<file path="src/rtl/spn_decrypt_core.sv">
// Iterative 16-bit SPN block decryptor, one inverse round per clock.
// Inverts the forward cipher: R-1 rounds of P(S(s ^ K_r)), then S(s ^ K_(R-1)) ^ K_R.
module spn_decrypt_core #(
    parameter int unsigned ROUNDS = 4,
    localparam int unsigned KEY_W = 16 + 4 * ROUNDS
) (
    input  logic             clk,
    input  logic             rst,
    input  logic             in_valid,
    output logic             in_ready,
    input  logic [15:0]      in_data,
    input  logic [KEY_W-1:0] in_key,
    output logic             out_valid,
    input  logic             out_ready,
    output logic [15:0]      out_data,
    output logic             busy
);

    localparam int unsigned CNT_W = $clog2(ROUNDS + 2);

    typedef enum logic [1:0] {
        StIdle,
        StRound,
        StDone
    } state_e;

    state_e             state_q, state_d;
    logic [CNT_W-1:0]   cnt_q, cnt_d;
    logic [KEY_W-1:0]   key_q, key_d;
    logic [15:0]        data_q, data_d;
    logic [15:0]        out_data_q, out_data_d;
    logic               out_valid_q, out_valid_d;
    logic               in_ready_q, in_ready_d;
    logic               busy_q, busy_d;

    logic [15:0]        rkey;
    logic [15:0]        round_t;

    function automatic logic [3:0] inv_sbox(input logic [3:0] x);
        logic [3:0] y;
        case (x)
            4'h0: y = 4'h9;
            4'h1: y = 4'h8;
            4'h2: y = 4'h3;
            4'h3: y = 4'h7;
            4'h4: y = 4'h6;
            4'h5: y = 4'h1;
            4'h6: y = 4'h4;
            4'h7: y = 4'hE;
            4'h8: y = 4'h2;
            4'h9: y = 4'hB;
            4'hA: y = 4'h0;
            4'hB: y = 4'hA;
            4'hC: y = 4'h5;
            4'hD: y = 4'hD;
            4'hE: y = 4'hF;
            default: y = 4'hC;
        endcase
        return y;
    endfunction

    function automatic logic [15:0] inv_sbox_word(input logic [15:0] x);
        logic [15:0] y;
        for (int n = 0; n < 4; n++) begin
            y[4*n +: 4] = inv_sbox(x[4*n +: 4]);
        end
        return y;
    endfunction

    // 4x4 bit transpose: bit b of nibble n <-> bit n of nibble b (self-inverse).
    function automatic logic [15:0] perm(input logic [15:0] x);
        logic [15:0] y;
        for (int n = 0; n < 4; n++) begin
            for (int b = 0; b < 4; b++) begin
                y[4*b + n] = x[4*n + b];
            end
        end
        return y;
    endfunction

    // Round cnt=i consumes K_(R-i), taken from the latched key only.
    always_comb begin
        rkey = '0;
        for (int unsigned r = 0; r <= ROUNDS; r++) begin
            if (cnt_q == CNT_W'(ROUNDS - r)) begin
                rkey = key_q[KEY_W-1-4*r -: 16];
            end
        end
        round_t = inv_sbox_word(data_q) ^ rkey;
    end

    always_comb begin
        state_d    = state_q;
        cnt_d      = cnt_q;
        key_d      = key_q;
        data_d     = data_q;
        out_data_d = out_data_q;

        unique case (state_q)
            StIdle: begin
                if (in_valid && in_ready_q) begin
                    key_d   = in_key;
                    data_d  = in_data ^ in_key[15:0];
                    cnt_d   = CNT_W'(1);
                    state_d = StRound;
                end
            end
            StRound: begin
                cnt_d = cnt_q + CNT_W'(1);
                if (cnt_q == CNT_W'(ROUNDS)) begin
                    data_d     = round_t;
                    out_data_d = round_t;
                    state_d    = StDone;
                end else begin
                    data_d = perm(round_t);
                end
            end
            StDone: begin
                if (out_ready) begin
                    state_d = StIdle;
                end
            end
            default: begin
                state_d = StIdle;
            end
        endcase

        in_ready_d  = (state_d == StIdle);
        busy_d      = (state_d != StIdle);
        out_valid_d = (state_d == StDone);
    end

    always_ff @(posedge clk) begin
        if (rst) begin
            state_q     <= StIdle;
            cnt_q       <= '0;
            key_q       <= '0;
            data_q      <= '0;
            out_data_q  <= '0;
            out_valid_q <= 1'b0;
            in_ready_q  <= 1'b1;
            busy_q      <= 1'b0;
        end else begin
            state_q     <= state_d;
            cnt_q       <= cnt_d;
            key_q       <= key_d;
            data_q      <= data_d;
            out_data_q  <= out_data_d;
            out_valid_q <= out_valid_d;
            in_ready_q  <= in_ready_d;
            busy_q      <= busy_d;
        end
    end

    assign in_ready  = in_ready_q;
    assign out_valid = out_valid_q;
    assign out_data  = out_data_q;
    assign busy      = busy_q;

endmodule
</file>
<file path="config.mk">
export PLATFORM = sky130hd
export DESIGN_NAME = spn_decrypt_core
export DESIGN_NICKNAME = d
export VERILOG_FILES = /design/src/rtl/spn_decrypt_core.sv
export SDC_FILE = /design/constraint.sdc
export NUM_CORES = 1
export LEC_CHECK = 0
export CORE_MARGIN = 2
export CORE_UTILIZATION = 32
export DETAILED_ROUTE_END_ITERATION = 10
export PLACE_DENSITY = 0.58
export SKIP_CTS_REPAIR_TIMING = 1
export SLEW_MARGIN = 20
export SYNTH_ARGS = -nofsm -noshare
export SYNTH_HDL_FRONTEND = slang
export SYNTH_SLANG_ARGS = --single-unit
</file>
<file path="constraint.sdc">
create_clock -name clk -period 11.2 [get_ports clk]
set_input_delay 1.12 -clock clk [delete_from_list [all_inputs] [get_ports clk]]
set_output_delay 1.12 -clock clk [all_outputs]
set_load 0.01 [all_outputs]
</file>
==> flow_summary.toml, run 1 <==
[pwr]
ir_drop_v = 0.0000707
p_seq_share_pct = 37.7
switching_share_pct = 32.9
internal_power_uw = 697
p_comb_share_pct = 29.2
power_mw = 1.04
clkPwrFrac_pct = 33.1
powerDensity_nw_per_um2 = 155
power.switching_uw = 342
leakage_nw = 2.52

[hold_path]
hold_path_class = "register to register"
hold_depth = 2
min_from = "out_data[2]$_SDFFE_PP0P_"

[setup_path]
arrival_ns = 4.56
rr_startpoint = "cnt_q[2]$_SDFFE_PP0P_"
worstPathRequired_ns = 11.44
setup.worst_path.end_class = "register"
worstPathMaxFanout = 35
ff2ff_path_depth = 14
crit_start = "cnt_q[2]$_SDFFE_PP0P_"
critical_path_class = "register to register"
cp-start-kind = "register"

[floorplanning]
die_h_um = 135
ios = 71
die-area_um2 = 18300
rows = 48
die_x_um = 135
start_util_pct = 32.3
coreArea_um2 = 17100

[logic_synthesis]
syn-num-nets = 791
synth-edff-count = 0
ys_types = 71
ys_warn_count = 0
post_synth.cell_area_avg_um2 = 7.79
yosysSeqAreaShare_pct = 31.9
ys.flop_type = "dfxtp_1"
synth-seq-cells = 88
syn-cell-area_um2 = 5530
synthCells = 710
async_reset_ff_share_pct = 0

[grt]
grtUsageMet3_pct = 4.53
antenna_found_initial = 0
grt_max_degree = 50
use_met1_pct = 23.5
grtUsageMet2_pct = 28.1
grt_usage_pct = 17.9
grt_pass1_vias = 4720
grt_pass1_wl_um = 25200
overflow = 0
grt_busiest_layer = "met2"

[final_layout]
drive_gt1_share_pct = 6.59
stdcell_count = 984
nets = 835
area_delta_synth_final_pct = 21.5
nFillCells = 1788
diodes = 0
fin_util_pct = 39.3

[clocking]
clockBufferDepth = 2
worstSkewPairLatency_ns = 0.35
cts_max_level = 3
cts_buffers = 9
cts_tree = "yes"
clk_pin_slew_ns = 0.06
numClockSinks = 88
root_buffer = "clkbuf_16"

[sta]
fin_skew_ns = 0.0107
fmax_ghz = 0.231
fin_crit_sh_pct = 38.6
final_max_slew_viol_count = 0
worstMarginPinSlew_ns = 0.842
post-route-min-period_ns = 4.32
hold_viol_final = 0
slew_headroom_pct = 43.8
setup_violations = 0
rsz0062_at_grt = "false"
whs_ns = 0.455
finalSetupTns_ns = 0

[placed_design]
io_buffers = 70
place_congestion = 0.876
hpwl_um = 11500
placed_cells = 968

[run]
drv_cap = 0

[routing]
drtIter0Drc = 389
first_pass_iters = 5
detail_route.wl_per_cell_um = 16.3
viasPerCell = 5.18
routed_wl_um = 16100
vias = 5094
ant_nets = 0
drc = 0

[status]
status = "finished clean"
==> cell usage in the layout (no fill, tap or decap), drive strengths merged, types with 6 or more instances in the layout <==
master	instances
nand3	6
o31ai	6
mux2i	26
dfxtp	88
buf	12
nor2	66
inv	32
o21ai	40
mux2	6
ha	29
clkbuf	10
nor3	7
xnor2	21
a21oi	90
nand2b	7
a31oi	6
nor2b	15
clkdlybuf4s50	69
nand2	112
xor2	15
nor3b	6
a221o	17
==> cell families (layout without fill, tap and decap cells) <==
logic type	count (synthesis)	count (layout)	share of synthesized area, %
adders and majority gates	29	29	6.56
AOI/OAI and AO/OA	205	205	23.9
buffers and inverters	80	129	5.98
muxes	32	32	6.16
xor gates and xnor gates	36	36	5.70
DFF	88	88	31.9
and+or+nand+nor	240	240	19.8
==> critical path, stage by stage (launching register included) <==
cell,delay (ns)
dfxtp_1,0.31
buf_4,0.33
inv_1,0.32
ha_1,0.48
and3b_1,0.62
a221o_1,0.30
a21oi_1,0.12
or3_1,0.35
a31oi_1,0.26
a21oi_1,0.14
nor2_1,0.26
inv_1,0.13
ha_1,0.30
mux2i_1,0.06
a32o_1,0.22
==> layer usage <==
layer	vias to the layer above	wire [um]
met3	29	952
met5	-	0
li1	2554	-
met2	132	7120
met4	0	453
met1	2379	7540
==> power by group through the flow <==
stage	clock [mW]	combinational, mW	sequential [mW]
after floorplan	0	0.220	0.383
after global placement	0	0.300	0.398
after detailed placement	0	0.300	0.398
after CTS	0.350	0.303	0.391
after global routing	0.366	0.339	0.396
final	0.343	0.304	0.392
==> cell usage after synthesis (7+ instances only) <==
library cell / number / share of area [%]
a21oi_1: 89 / 8.1
nand2_1: 111 / 7.5
dfxtp_1: 88 / 32
mux2i_1: 25 / 4.5
nand2b_1: 7 / 0.79
clkbuf_1: 33 / 2.2
inv_1: 32 / 2.2
ha_1: 29 / 6.6
xor2_1: 15 / 2.4
xnor2_1: 21 / 3.3
a221o_1: 17 / 3.1
nor2_1: 64 / 4.3
o21ai_0: 37 / 3.3
nor2b_1: 15 / 1.7
==> stage by stage <==
step,instance area (um^2),worst slack [ns]
after floorplan,5530,7.69
after global placement,6380,7.04
after detailed placement,6380,6.92
after CTS,6720,6.93
after global routing,6720,6.47
final,6720,6.88
==> cell type report <==
type / count / area, um^2 / share of cell area [%]
multi-input cells: 542 / 3440 / 51.2
clock inverters: 6 / 108 / 1.60
repair buffers: 81 / 778 / 11.6
inverters: 32 / 120 / 1.79
flip-flops and latches: 88 / 1760 / 26.2
well taps: 225 / 282 / 4.19
clock buffers: 10 / 229 / 3.41
==> final timing paths <==
path,end,slack [ns]
setup reg to reg,register,6.88
hold reg to reg,out_data[2]$_SDFFE_PP0P_,0.45
hold / removal,out_data[2]$_SDFFE_PP0P_,0.45
setup / recovery,register,6.88
Power figures use the tool's default switching activity.
==> inputs of run 2 (changes only) <==
- clock period: 11.2 -> 4.4 ns (I/O delays scaled with it)
==> flow_summary.toml, run 2 (synthesis results as in run 1) <==
[floorplanning]
coreArea_um2 = 17100
die_h_um = 135
die-area_um2 = 18300
start_util_pct = 32.3
ios = 71
die_x_um = 135
rows = 48

[pwr]
clkPwrFrac_pct = 31.0
power.switching_uw = 865
ir_drop_v = 0.000204
switching_share_pct = 33.6
p_seq_share_pct = 38.8
powerDensity_nw_per_um2 = 382
p_comb_share_pct = 30.2
internal_power_mw = 1.71
leakage_nw = 2.53

[clocking]
cts_buffers = 9
clk_pin_slew_ns = 0.06
cts_tree = "yes"
clockBufferDepth = 2
root_buffer = "clkbuf_16"
cts_max_level = 3
worstSkewPairLatency_ns = 0.35
numClockSinks = 88

[grt]
overflow = 0
grt_pass1_wl_um = 25700
grt_pass1_vias = 4673
antenna_found_initial = 0
grt_usage_pct = 18.3
grt_max_degree = 36

[placed_design]
pre_cts_ws_ns = 0.545
io_buffers = 70
hpwl_um = 11900
placed_area_um2 = 6430
place_congestion = 0.841

[routing]
drc = 0
viasPerCell = 5.20
drtIter0Drc = 405
vias = 5146
ant_nets = 0
routed_wl_um = 16300
first_pass_iters = 5
detail_route.wl_per_cell_um = 16.5

[setup_path]
critPathSlowestCell = "a221oi_1"
cp-start-kind = "register"
cp_num_buf_inv = 1
worstPathRequired_ns = 4.68
path_cells = "ha_1 > ha_1 > and3b_1 > a221oi_1 > o22a_1 > mux2_2 > nand2_1 > nor2_1 > inv_1 > ha_1 > mux2i_1 > a21oi_1 > a31oi_1"
crit_top_cell = "ha_1"
critical_path_class = "register to register"
worstPathMaxFanout = 17
arrival_ns = 4.20
cp_top_family = "compound AO/OA/AOI/OAI gates"
setup.worst_path.end_class = "register"
critPathMaxStageDelay_ns = 0.58

[final_layout]
nets = 841
nFillCells = 1799
final_cell_mix = "nand2_1 (111), a21oi_1 (89), dfxtp_1 (88), clkdlybuf4s50_1 (69), nor2_1 (64)"
drive_gt1_share_pct = 7.20
diodes = 0
stdcell_area_um2 = 6740
final-seq-area_um2 = 1760
multi_input_area_um2 = 3440
area_delta_synth_final_pct = 21.8
layout_commonest_cell = "nand2_1"

[sta]
fin_crit_sh_pct = 89.1
fmax_ghz = 0.255
slew_headroom_pct = 35.5
setup_violations = 0
worstMarginPinSlew_ns = 0.964
finalSetupTns_ns = 0
fin_skew_ns = 0.00662
whs_ns = 0.455
final_max_slew_viol_count = 0
hold_viol_final = 0
post-route-min-period_ns = 3.92
setup_ws_ns = 0.478
rsz0062_at_grt = "false"

[status]
status = "finished clean"

[hold_path]
hold_path_class = "register to register"

[run]
drv_cap = 0
[run 2: metrics by stage]
step,power [mW],cells,util (%)
6_report,2.57,989,39.3
5_1_grt,2.72,989,39.3
4_1_cts,2.58,989,39.3
2_1_floorplan,1.53,710,-
3_5_place_dp,1.79,974,37.6
3_3_place_gp,1.78,974,37.6
[run 2: cell type report]
cell class	instances	share of cell area (%)
Clock buffer	13	4.01
Tap cell	225	4.18
Inverter	32	1.78
Timing Repair Buffer	87	12.2
Sequential cell	88	26.2
Multi-Input combinational cell	542	51.1
Clock inverter	2	0.557
[run 2: power by group through the flow]
stage | sequential (mW) | combinational, mW | clock (mW)
floorplan | 0.974 | 0.561 | 0
global placement | 1.01 | 0.769 | 0
detailed placement | 1.01 | 0.771 | 0
CTS | 0.997 | 0.776 | 0.808
global route | 1.01 | 0.865 | 0.849
finish | 1.00 | 0.778 | 0.797
[run 2: path summary, 6_finish.rpt]
kind,startpoint,to,slack (ns),depth (start not counted)
setup / recovery,cnt_q[1]$_SDFFE_PP0P_,register,0.48,13
hold / removal,out_data[1]$_SDFFE_PP0P_,out_data[1]$_SDFFE_PP0P_,0.45,2
setup reg to reg,cnt_q[1]$_SDFFE_PP0P_,register,0.48,13
hold reg to reg,out_data[1]$_SDFFE_PP0P_,out_data[1]$_SDFFE_PP0P_,0.45,2
[run 2: worst reg2reg max path, delay by kind of cell, from the launching register on]
family | cells | cell delay [ns]
adder cells (fa/ha/maj) | 3 | 0.98
flip-flops | 1 | 0.37
buffers and inverters | 1 | 0.16
AO/OA/AOI/OAI | 4 | 1.15
multiplexers | 2 | 0.30
AND/OR/NAND/NOR | 3 | 0.88
[run 2: per-layer routing]
| metal | GRT usage (%) | wire [um] | vias up | share of wire [%] |
|---|---|---|---|---|
| met5 | 0 | 0 | - | 0 |
| met4 | 7.93 | 487 | 0 | 3.0 |
| met3 | 3.14 | 854 | 33 | 5.2 |
| met2 | 28.5 | 7360 | 145 | 45 |
| met1 | 24.9 | 7610 | 2416 | 47 |
| li1 | - | - | 2552 | - |
==> inputs of run 3 (changes only) <==
- CORE_UTILIZATION: 32 -> 45
- PLACE_DENSITY: 0.58 -> 0.74
- clock period: 4.4 -> 4.2 ns (I/O delays scaled with it)
==> flow_summary.toml, run 3 (synthesis results as in run 1) <==
[status]
status = "finished clean"

[run]
drv_cap = 0

[routing]
drc = 0
routed_wl_um = 16200
ant_nets = 0
viasPerCell = 5.77
dr_wl_met3_um = 1090
vias = 5281
highest_layer = "met4"
detail_route.wl_per_cell_um = 17.7
drtIter0Drc = 434
first_pass_iters = 7
drt-met1-wl_um = 7240
route.met2.wl_um = 7410

[floorplanning]
ios = 71
die_x_um = 115
die-area_um2 = 13200
start_util_pct = 46.0
die_h_um = 115
rows = 40
coreArea_um2 = 12000

[clocking]
numClockSinks = 88
cts_buffers = 9
cts_max_level = 3
root_buffer = "clkbuf_16"
clockBufferDepth = 2
worstSkewPairLatency_ns = 0.35
clk_pin_slew_ns = 0.06
cts_tree = "yes"

[grt]
grt_pass1_vias = 5120
antenna_found_initial = 0
grt_usage_pct = 25.1
grt_pass1_wl_um = 26000
overflow = 0
grt_max_degree = 50

[sta]
rsz0062_at_grt = "false"
fin_skew_ns = 0.00509
slew_headroom_pct = 44.5
post-route-min-period_ns = 3.95
fmax_ghz = 0.253
finalSetupTns_ns = 0
fin_crit_sh_pct = 94.1
setup_violations = 0
final_max_slew_viol_count = 0
worstMarginPinSlew_ns = 0.827
hold_viol_final = 0

[final_layout]
multi_input_area_um2 = 3440
layout_commonest_cell = "nand2_1"
final-seq-area_um2 = 1760
area_delta_synth_final_pct = 20.1
diodes = 0
nets = 844
drive_gt1_share_pct = 7.68
nFillCells = 1124
final_cell_mix = "nand2_1 (111), a21oi_1 (89), dfxtp_1 (88), clkdlybuf4s50_1 (69), nor2_1 (64)"

[placed_design]
io_buffers = 70
place_congestion = 0.934
hpwl_um = 11700

[pwr]
power_mw = 2.64
ir_drop_v = 0.000172
powerDensity_nw_per_um2 = 398
power.switching_uw = 905
p_seq_share_pct = 39.4
switching_share_pct = 34.2
p_comb_share_pct = 31.4
leakage_nw = 2.55
clkPwrFrac_pct = 29.2
internal_power_mw = 1.74

[setup_path]
critPathSlowestCell = "a221oi_1"
arrival_ns = 4.22
worstPathRequired_ns = 4.47
path_cells = "inv_1 > buf_4 > ha_1 > and3b_1 > a221oi_1 > o22a_1 > mux2_2 > nand2_1 > nor2_1 > inv_1 > ha_1 > mux2i_1 > a21oi_1 > a31oi_1"
crit_start = "cnt_q[2]$_SDFFE_PP0P_"
worstPathMaxFanout = 17
rr_startpoint = "cnt_q[2]$_SDFFE_PP0P_"
cp-start-kind = "register"
setup.worst_path.end_class = "register"
reg2reg_slack_ns = 0.25
critPathMaxStageDelay_ns = 0.56
critical_path_class = "register to register"

[hold_path]
hold_path_class = "register to register"
min_from = "out_data[9]$_SDFFE_PP0P_"
[run 3: cell type report]
type,instances,area share (%)
Clock buffer,13,4.07
Multi-Input combinational cell,542,51.8
Timing Repair Buffer,90,12.7
Clock inverter,3,0.226
Inverter,32,1.81
Tap cell,147,2.77
Sequential cell,88,26.5
[run 3: layer usage]
layer | track usage (%) | vias to the layer above
li1 | - | 2570
met5 | 0 | -
met1 | 33.2 | 2483
met2 | 41.6 | 201
met4 | 10.3 | 0
met3 | 3.22 | 27
[run 3: path summary, 6_finish.rpt]
kind	endpoint	depth (start not counted)
max	register	14
max reg2reg	register	14
min reg2reg	out_data[9]$_SDFFE_PP0P_	2
min	out_data[9]$_SDFFE_PP0P_	2
[run 3: through the flow]
stage,hold slack (ns),instances,setup WS [ns],instance area (um^2),util [%]
CTS,0.455,915,0.321,6640,55.3
floorplan,0.436,710,0.689,5530,-
global route,0.471,915,0.00885,6640,55.3
detailed placement,0.447,899,0.340,6350,52.9
finish,0.451,915,0.248,6640,55.3
global placement,0.443,899,0.462,6350,52.9
[run 3: power by group through the flow]
stage / registers, mW / clock network [mW] / logic [mW]
floorplan: 1.02 / 0 / 0.587
global placement: 1.05 / 0 / 0.795
detailed placement: 1.06 / 0 / 0.816
CTS: 1.04 / 0.781 / 0.821
global route: 1.05 / 0.815 / 0.912
finish: 1.04 / 0.771 / 0.831
[run 3: worst max-delay path: cells and delay by family (launching register included)]
kind,cells,cell delay (ns)
AOI/OAI and AO/OA,4,1.15
DFF,1,0.31
muxes,2,0.33
adders and majority gates,2,0.86
buffers and inverters,3,0.40
and+or+nand+nor,3,0.83
